`config.mk`:
```
export PLATFORM = sky130hd
export DESIGN_NAME = sa_feeder
export DESIGN_NICKNAME = d
export VERILOG_FILES = /design/src/rtl/sa_pkg.sv /design/src/rtl/sa_skew_line.sv /design/src/rtl/sa_feeder.sv
export SDC_FILE = /design/constraint.sdc
export NUM_CORES = 1
export LEC_CHECK = 0
export ABC_AREA = 1
export CAP_MARGIN = 30
export CELL_PAD_IN_SITES_DETAIL_PLACEMENT = 1
export CELL_PAD_IN_SITES_GLOBAL_PLACEMENT = 2
export CORE_MARGIN = 5
export CORE_UTILIZATION = 25
export DETAILED_ROUTE_END_ITERATION = 8
export PLACE_DENSITY_LB_ADDON = 0.1
export SETUP_SLACK_MARGIN = 0.2
export SYNTH_ARGS = -nofsm -noshare
export SYNTH_HDL_FRONTEND = slang
export SYNTH_SLANG_ARGS = --single-unit
```
`constraint.sdc`:
```
create_clock -name clk -period 3.53 [get_ports clk]
set_input_delay 1.059 -clock clk [delete_from_list [all_inputs] [get_ports clk]]
set_output_delay 1.059 -clock clk [all_outputs]
set_load 0.02 [all_outputs]
```
`src/rtl/sa_pkg.sv`:
```
// ============================================================================
// Module   : sa_pkg
// Purpose  : Shared widths, FSM encoding and drain-length helper for sa_feeder.
// Revision : 1.0 - initial release
// ============================================================================
`default_nettype none

package sa_pkg;

  localparam int DATA_WIDTH_DEF = 8;
  localparam int PSUM_WIDTH_DEF = 32;

  localparam logic [2:0] c_st_idle    = 3'd0;
  localparam logic [2:0] c_st_preload = 3'd1;
  localparam logic [2:0] c_st_stream  = 3'd2;
  localparam logic [2:0] c_st_drain   = 3'd3;
  localparam logic [2:0] c_st_done    = 3'd4;

  typedef enum logic [2:0] {
    ST_IDLE    = c_st_idle,
    ST_PRELOAD = c_st_preload,
    ST_STREAM  = c_st_stream,
    ST_DRAIN   = c_st_drain,
    ST_DONE    = c_st_done
  } state_t;

  // Skew flush plus psum propagation through the array.
  function automatic int drain_len(input int pe_size);
    return 2 * pe_size;
  endfunction

endpackage

`default_nettype wire

```
`src/rtl/sa_skew_line.sv`:
```
// ============================================================================
// Module   : sa_skew_line
// Purpose  : DEPTH-stage {en,data} delay line; a stage's data only loads when
//            the enable arriving with it is set, so the output holds on bubbles.
// Revision : 1.0 - initial release
// ============================================================================
`default_nettype none

module sa_skew_line #(
  parameter int DEPTH      = 1,
  parameter int DATA_WIDTH = 8
) (
  input  logic                  clk,
  input  logic                  rst_n,
  input  logic                  en_i,
  input  logic [DATA_WIDTH-1:0] data_i,
  output logic                  en_o,
  output logic [DATA_WIDTH-1:0] data_o
);

  logic [DEPTH-1:0]      r_en;
  logic [DATA_WIDTH-1:0] r_data [DEPTH];

  always_ff @(posedge clk or negedge rst_n) begin
    if (!rst_n) begin
      r_en <= '0;
      for (int i = 0; i < DEPTH; i++) begin
        r_data[i] <= '0;
      end
    end else begin
      r_en[0] <= en_i;
      if (en_i) begin
        r_data[0] <= data_i;
      end
      for (int i = 1; i < DEPTH; i++) begin
        r_en[i] <= r_en[i-1];
        if (r_en[i-1]) begin
          r_data[i] <= r_data[i-1];
        end
      end
    end
  end

  assign en_o   = r_en[DEPTH-1];
  assign data_o = r_data[DEPTH-1];

endmodule

`default_nettype wire

```
`src/rtl/sa_feeder.sv`:
```
// ============================================================================
// Module   : sa_feeder
// Purpose  : Two-phase systolic-array sequencer: ifmap row preload, then
//            diagonally skewed weight streaming with zero psum injection.
//            Optional macro SA_FEEDER_STALL_CNT_EN adds stall_cnt_o.
// Revision : 1.0 - initial release
// ============================================================================
`default_nettype none

module sa_feeder
  import sa_pkg::*;
#(
  parameter int PE_SIZE    = 2,
  parameter int DATA_WIDTH = DATA_WIDTH_DEF,
  parameter int PSUM_WIDTH = PSUM_WIDTH_DEF,
  parameter int KLEN_WIDTH = 8
) (
  input  logic                          clk,
  input  logic                          rst_n,
  input  logic                          start_i,
  input  logic [KLEN_WIDTH-1:0]         k_len_i,
  input  logic [DATA_WIDTH*PE_SIZE-1:0] ifmap_data_i,
  input  logic                          ifmap_valid_i,
  output logic                          ifmap_ready_o,
  input  logic [DATA_WIDTH*PE_SIZE-1:0] weight_data_i,
  input  logic                          weight_valid_i,
  output logic                          weight_ready_o,
  output logic [DATA_WIDTH*PE_SIZE-1:0] ifmap_row_o,
  output logic [PE_SIZE-1:0]            ifmap_en_row_o,
  output logic [DATA_WIDTH*PE_SIZE-1:0] weight_col_o,
  output logic [PE_SIZE-1:0]            weight_en_col_o,
  output logic [PSUM_WIDTH*PE_SIZE-1:0] psum_row_o,
  output logic [PE_SIZE-1:0]            psum_en_row_o,
  output logic                          busy_o,
  output logic                          done_o
`ifdef SA_FEEDER_STALL_CNT_EN
  ,
  output logic [15:0]                   stall_cnt_o
`endif
);

  localparam int ROW_W   = $clog2(PE_SIZE + 1);
  localparam int DRAIN_W = $clog2(drain_len(PE_SIZE) + 1);
  localparam logic [ROW_W-1:0]   c_row_last   = ROW_W'(PE_SIZE - 1);
  localparam logic [DRAIN_W-1:0] c_drain_last = DRAIN_W'(drain_len(PE_SIZE) - 1);

  state_t                r_state;
  logic [KLEN_WIDTH-1:0] r_k_len;
  logic [KLEN_WIDTH-1:0] r_col_cnt;
  logic [ROW_W-1:0]      r_row_cnt;
  logic [DRAIN_W-1:0]    r_drain_cnt;

  logic                  w_ifmap_hs;
  logic                  w_weight_hs;
  logic [KLEN_WIDTH-1:0] w_col_next;

  assign w_ifmap_hs  = ifmap_valid_i & ifmap_ready_o;
  assign w_weight_hs = weight_valid_i & weight_ready_o;
  // Never reaches 2^KLEN_WIDTH: the last column is caught at col_cnt == k_len-1.
  assign w_col_next  = r_col_cnt + 1'b1;

`ifdef SA_FEEDER_STALL_CNT_EN
  logic w_stall;
  assign w_stall = ((r_state == ST_PRELOAD) && ifmap_ready_o && !ifmap_valid_i) ||
                   ((r_state == ST_STREAM) && weight_ready_o && !weight_valid_i);
`endif

  always_ff @(posedge clk or negedge rst_n) begin
    if (!rst_n) begin
      r_state        <= ST_IDLE;
      r_k_len        <= '0;
      r_col_cnt      <= '0;
      r_row_cnt      <= '0;
      r_drain_cnt    <= '0;
      ifmap_ready_o  <= 1'b0;
      weight_ready_o <= 1'b0;
      ifmap_row_o    <= '0;
      ifmap_en_row_o <= '0;
      busy_o         <= 1'b0;
      done_o         <= 1'b0;
`ifdef SA_FEEDER_STALL_CNT_EN
      stall_cnt_o    <= '0;
`endif
    end else begin
      done_o         <= 1'b0;
      ifmap_en_row_o <= '0;

      unique case (r_state)
        ST_IDLE: begin
          if (start_i) begin
            r_k_len     <= k_len_i;
            r_row_cnt   <= '0;
            r_col_cnt   <= '0;
            r_drain_cnt <= '0;
            busy_o      <= 1'b1;
            if (k_len_i != '0) begin
              r_state       <= ST_PRELOAD;
              ifmap_ready_o <= 1'b1;
            end else begin
              r_state <= ST_DONE;
              done_o  <= 1'b1;
            end
          end
        end

        ST_PRELOAD: begin
          if (w_ifmap_hs) begin
            ifmap_row_o    <= ifmap_data_i;
            ifmap_en_row_o <= '1;
            if (r_row_cnt == c_row_last) begin
              r_state        <= ST_STREAM;
              ifmap_ready_o  <= 1'b0;
              weight_ready_o <= 1'b1;
              r_col_cnt      <= '0;
            end else begin
              r_row_cnt <= r_row_cnt + 1'b1;
            end
          end
        end

        ST_STREAM: begin
          if (w_weight_hs) begin
            r_col_cnt <= w_col_next;
            if (w_col_next == r_k_len) begin
              r_state        <= ST_DRAIN;
              weight_ready_o <= 1'b0;
              r_drain_cnt    <= '0;
            end
          end
        end

        ST_DRAIN: begin
          if (r_drain_cnt == c_drain_last) begin
            r_state <= ST_DONE;
            done_o  <= 1'b1;
          end else begin
            r_drain_cnt <= r_drain_cnt + 1'b1;
          end
        end

        ST_DONE: begin
          r_state <= ST_IDLE;
          busy_o  <= 1'b0;
        end

        default: begin
          r_state        <= ST_IDLE;
          busy_o         <= 1'b0;
          ifmap_ready_o  <= 1'b0;
          weight_ready_o <= 1'b0;
        end
      endcase

`ifdef SA_FEEDER_STALL_CNT_EN
      if ((r_state == ST_IDLE) && start_i) begin
        stall_cnt_o <= '0;
      end else if (w_stall && (stall_cnt_o != 16'hFFFF)) begin
        stall_cnt_o <= stall_cnt_o + 16'd1;
      end
`endif
    end
  end

  // Lane j sits j+1 registers deep so column data enters the array diagonally.
  for (genvar j = 0; j < PE_SIZE; j++) begin : g_lane
    sa_skew_line #(
      .DEPTH      (j + 1),
      .DATA_WIDTH (DATA_WIDTH)
    ) u_skew (
      .clk    (clk),
      .rst_n  (rst_n),
      .en_i   (w_weight_hs),
      .data_i (weight_data_i[j*DATA_WIDTH +: DATA_WIDTH]),
      .en_o   (weight_en_col_o[j]),
      .data_o (weight_col_o[j*DATA_WIDTH +: DATA_WIDTH])
    );
  end

  assign psum_en_row_o = weight_en_col_o;
  assign psum_row_o    = '0;

endmodule

`default_nettype wire

```
Word level (Yosys, flattened, before mapping)
Index checks and enable logic that the tools add are counted.

word-level totals
  memories kept = 0
  bits of input ports = 45
  bits in registers = 73
  logic and storage cells = 97
  bits in writable memories = 0
  output and inout port bits = 106
  bits in latches = 0
  memory bits (read-only) = 0

cells by class
  magnitude comparators = 0
  muxes and demuxes = 40
  multipliers = 0
  shifts and indexed selects = 0
  add/subtract/negate cells = 3
  div/mod/pow operators = 0
  bitwise logic cells = 5
  reduce and logical (&&, ||, !) cells = 17
  equality and inequality tests = 16

operators by type and width
  cell                                                              number
  3-bit two-way mux                                                 11
  8-bit two-way mux                                                 4
  8-bit case mux with 3 select lines                                1
  5-bit AND reduction                                               4
  2-bit inequality test (second input constant)                     8
  1-bit two-way mux                                                 12
  3-bit case mux with 4 select lines                                1
  2-bit two-way mux                                                 5
  3-bit by 2-bit == test with 1-bit output (second input constant)  3
  3-bit case mux with 3 select lines                                1
  3-bit OR reduction                                                3
  8-bit by 1-bit adder with 8-bit output (second input constant)    1
  8-bit == test                                                     1
  8-bit nonzero test                                                1
  1-bit case mux with 3 select lines                                2
  2-bit AND reduction                                               3
  6-bit AND reduction                                               1
  3-bit nonzero test                                                2
  1-bit case mux with 2 select lines                                2
  2-bit case mux with 2 select lines                                1
  4-bit AND reduction                                               1
  3-bit by 1-bit adder with 3-bit output (second input constant)    1
  3-bit by 1-bit == test with 1-bit output (second input constant)  1
  3-bit == test (second input constant)                             1
  other kinds (7)                                                   10

Longest topological paths before layout
  depth after elaboration = 5
  depth in mapped cells = 14
  depth with buffers taken out = 14

Hierarchy
From an unflattened synthesis, not the netlist that was laid out.

second synthesis, totals
  cells, all modules = 472
  area, all modules = 3,875.0 sq um

modules (own cells, without submodules)
  module                            area an instance (sq um)  cells an instance  seq. area each (sq um)  instances
  sa_feeder                         2,824.0                   359                1,126.1                 1
  sa_skew_line at g_lane[1].u_skew  720.7                     78                 450.4                   1
  sa_skew_line at g_lane[0].u_skew  330.3                     35                 225.2                   1

Worst setup path after synthesis
No wires, ideal clock.

  path kind = input port to flip-flop
  start point = in ifmap_valid_i
  end point = reg r_col_cnt[0]
  data required time = 3.447 ns
  slack = 1.555 ns
  cell stages on the path = 8
  data arrival time = 1.892 ns
  cells stage by stage = nand2_1 > inv_1 > a21oi_1 > nor2_1 > nand2_1 > inv_2 > nand2_1 > o21ai_0

between the ends
  longest elaborated chain between the ends = 3

RTL lines
  item                                    RTL line          source
  start: declaration                      sa_feeder.sv:23   input logic ifmap_valid_i,
  1-bit AND                               sa_feeder.sv:57   assign w_ifmap_hs = ifmap_valid_i & ifmap_ready_o;
  2-bit inequality test (no source line)  n/a
  5-bit AND reduction (no source line)    n/a
  end signal: assignment                  sa_feeder.sv:123  r_col_cnt <= w_col_next;
  end: declaration                        sa_feeder.sv:49   logic [KLEN_WIDTH-1:0] r_col_cnt;

Every way passes these cells.
A chain may end at the register's enable or synchronous reset.

==> metrics.cfg <==
[sta]
max_slew_margin_pct = 65.66
max_clock_freq_mhz = 366.6
fin_crit_ps = 2728
fin_ws_ps = 802.1
grt_setup_unrepaired = no
holdWs_ps = 466.2
maxSlewViolCount = 0
final-hold-violation-count = 0
setup_viol = 0
final.period_utilization_pct = 77.28
worstMarginPinSlew_ps = 514.6
fin_setup_tns_ps = 0
skew_ps = 5.003

[clock_network]
cts_resized = 0
numCtsBuffers = 9
htreeDepth = 3
cts_setup_buffers = 0
clock_latency_ps = 340
holdBufCountCts = 0
clkTransAtPathRegs_ps = 60
root_buffer = clkbuf_16
cts_num_sinks = 71
cts_max_path_buffers = 2
cts_tree = yes

[pwr]
p_clk_share_pct = 23.2
peakVddDrop_mv = 0.2845
seq_power_share_pct = 34.1
total_power_mw = 3.995
comb_power_share_pct = 42.7
p_sw_mw = 1.558
power.density_mw_per_mm2 = 824.0
internal_power_mw = 2.438
p_leak_nw = 2.384
swShare_pct = 38.99

[setup_path]
end_kind = primary output
r2r_start = r_col_cnt[0]
worstPathArrival_ps = 1670
path_class = flop to primary output
crit_slowest_cell = clkdlybuf4s50_1
rrSetupSlack_ps = 1490
critPathRequiredTime_ps = 2470
path_cells = clkdlybuf4s50_1
slowest_delay_ps = 700
r2r_end = r_drain_cnt[0]
r2r_cells = 14
path_max_fanout = 11
path_delay_family = buffers and inverters
worst_setup_path_start_kind = flop
path_buf_inv = 1

[cells_and_area]
antenna-diode-count = 0
drive_gt1_share_pct = 8.148
final_net_count = 585
fin_area_mm2 = 0.004848
postLayoutCoreUtil_pct = 32.25
fill_cells = 1806
area_growth_pct = 28.31
finalNonFillerCells = 728

[drt]
viasPerCell = 4.058
drc_errors = 0
drtIter0Drc = 116
dr.pass1.iters = 4
drt_wl_total_um = 9958
post_drt_wl_per_cell_um = 13.68
ant_nets = 0
vias = 2954

[flow_run]
cap_violations = 0

[min_path]
min_delay_path_depth = 2
hp-start = ifmap_row_o[11]
min_path_type = flop to flop
min_to = ifmap_row_o[11]

[synthesis]
synth_top_cell_area_share_pct = 47.02
synth_common_cells = nand2_1, buf_4, dfrtp_1
synth-seq-cells = 71
syn-mean-instance-area_um2 = 8.286
yosysSeqAreaShare_pct = 47.02
async_flop_share_pct = 100.0
synth.distinct_cells = 28
synth.top_cells.by_area = dfrtp_1, nand2_1, buf_4
syn_area_mm2 = 0.003779
yosys.cell_count.top_type = nand2_1
synthFlopType = dfrtp_1
synth-edff-count = 0
syn_inst = 456
yosysWarnings = 0
yosysTopAreaCell = dfrtp_1

[global_route]
grt_pass1_vias = 3296
antenna_found_initial = 0
track_usage_pct = 11.66
grt_overflow = 0
grt_pass1_wl_um = 16390
grt_max_degree = 43

[status]
status = finished clean

[die]
start_util_pct = 25.14
die_h_um = 132.9
core_area_mm2 = 0.01503
rows = 45
ioPinCount = 151
die-area_mm2 = 0.01767
die_w_um = 132.9

[place]
finalWeightedCongestion = 0.7209
numPortBuffers = 86
pre_cts_slack_ps = 665.3
placed_area_mm2 = 0.004549
hpwlAfterDp_um = 7635
place_inst = 713

## flip-flops by register name, indices dropped and copies added, names as in the netlist, 2 cells and up
signal                count
g_lane.u_skew.data_o     16
g_lane.u_skew.r_data      8
g_lane.u_skew.r_en        2
ifmap_row_o              16
r_col_cnt                 8
r_drain_cnt               3
r_k_len                   8
r_row_cnt                 2
r_state                   3
## cell families after synthesis
kind of cell | synth area share, %
xor gates and xnor gates | 0.4637
other | 0.09924
buffers and inverters | 19.60
and+or+nand+nor | 24.24
muxes | 2.384
DFF | 47.02
AOI/OAI and AO/OA | 4.868
adders and majority gates | 1.325
## worst max-delay path by stage
stage	from	endpoint	slack (ps)	cells past startpoint
5_1_grt	g_lane[1].u_skew.r_en[0]	weight_en_col_o[0]	730	1
6_report	g_lane[1].u_skew.r_en[0]	weight_en_col_o[0]	800	1
3_3_place_gp	weight_valid_i	g_lane[0].u_skew.data_o[1]	730	5
4_1_cts	g_lane[1].u_skew.r_en[0]	weight_en_col_o[0]	770	1
3_5_place_dp	weight_valid_i	g_lane[0].u_skew.data_o[1]	670	5
2_1_floorplan	ifmap_valid_i	r_col_cnt[0]	1560	8
## layout by cell type, fill, tap and decap left out, types with 2 or more instances in the layout
master,n
nand2_1,155
clkdlybuf4s50_1,85
dfrtp_1,71
conb_1,64
inv_1,35
nor2_1,20
nand3_1,19
o21ai_0,18
clkbuf_16,9
nand2_2,8
mux2_2,8
o22ai_1,6
a21oi_1,5
nand4_1,4
nor2_2,4
ha_1,4
o21a_1,3
buf_4,3
nand3b_1,2
nand2_4,2
clkbuf_8,2
## routing by layer
metal | vias to the layer above | part of all wire [%] | routed length (um) | global-route usage (%)
met5 | - | 0 | 0 | 0
met4 | 0 | 1.2 | 123 | 3.291
met3 | 11 | 5.5 | 548 | 4.335
met2 | 78 | 52 | 5157 | 20.60
met1 | 1427 | 41 | 4127 | 13.15
li1 | 1438 | - | - | -
## layout make-up
type	count	area, um^2	share of cell area (%)
clock buffers	12	256.5	5.290
clock inverters	3	42.54	0.8774
inverters	37	138.9	2.865
multi-input cells	328	1498	30.89
flip-flops and latches	71	1777	36.65
well taps	188	235.2	4.852
repair buffers	89	900.9	18.58
## power groups by stage
stage                     clock network, mW  logic (mW)  registers, mW
after CTS                             0.968        1.75           1.37
after global placement                    0        1.71           1.37
final                                 0.927        1.71           1.36
after floorplan                           0       0.974           1.51
after detailed placement                  0        1.74           1.38
after global routing                  0.998        1.91           1.42
Note: power is estimated with default switching activity, not from simulation.
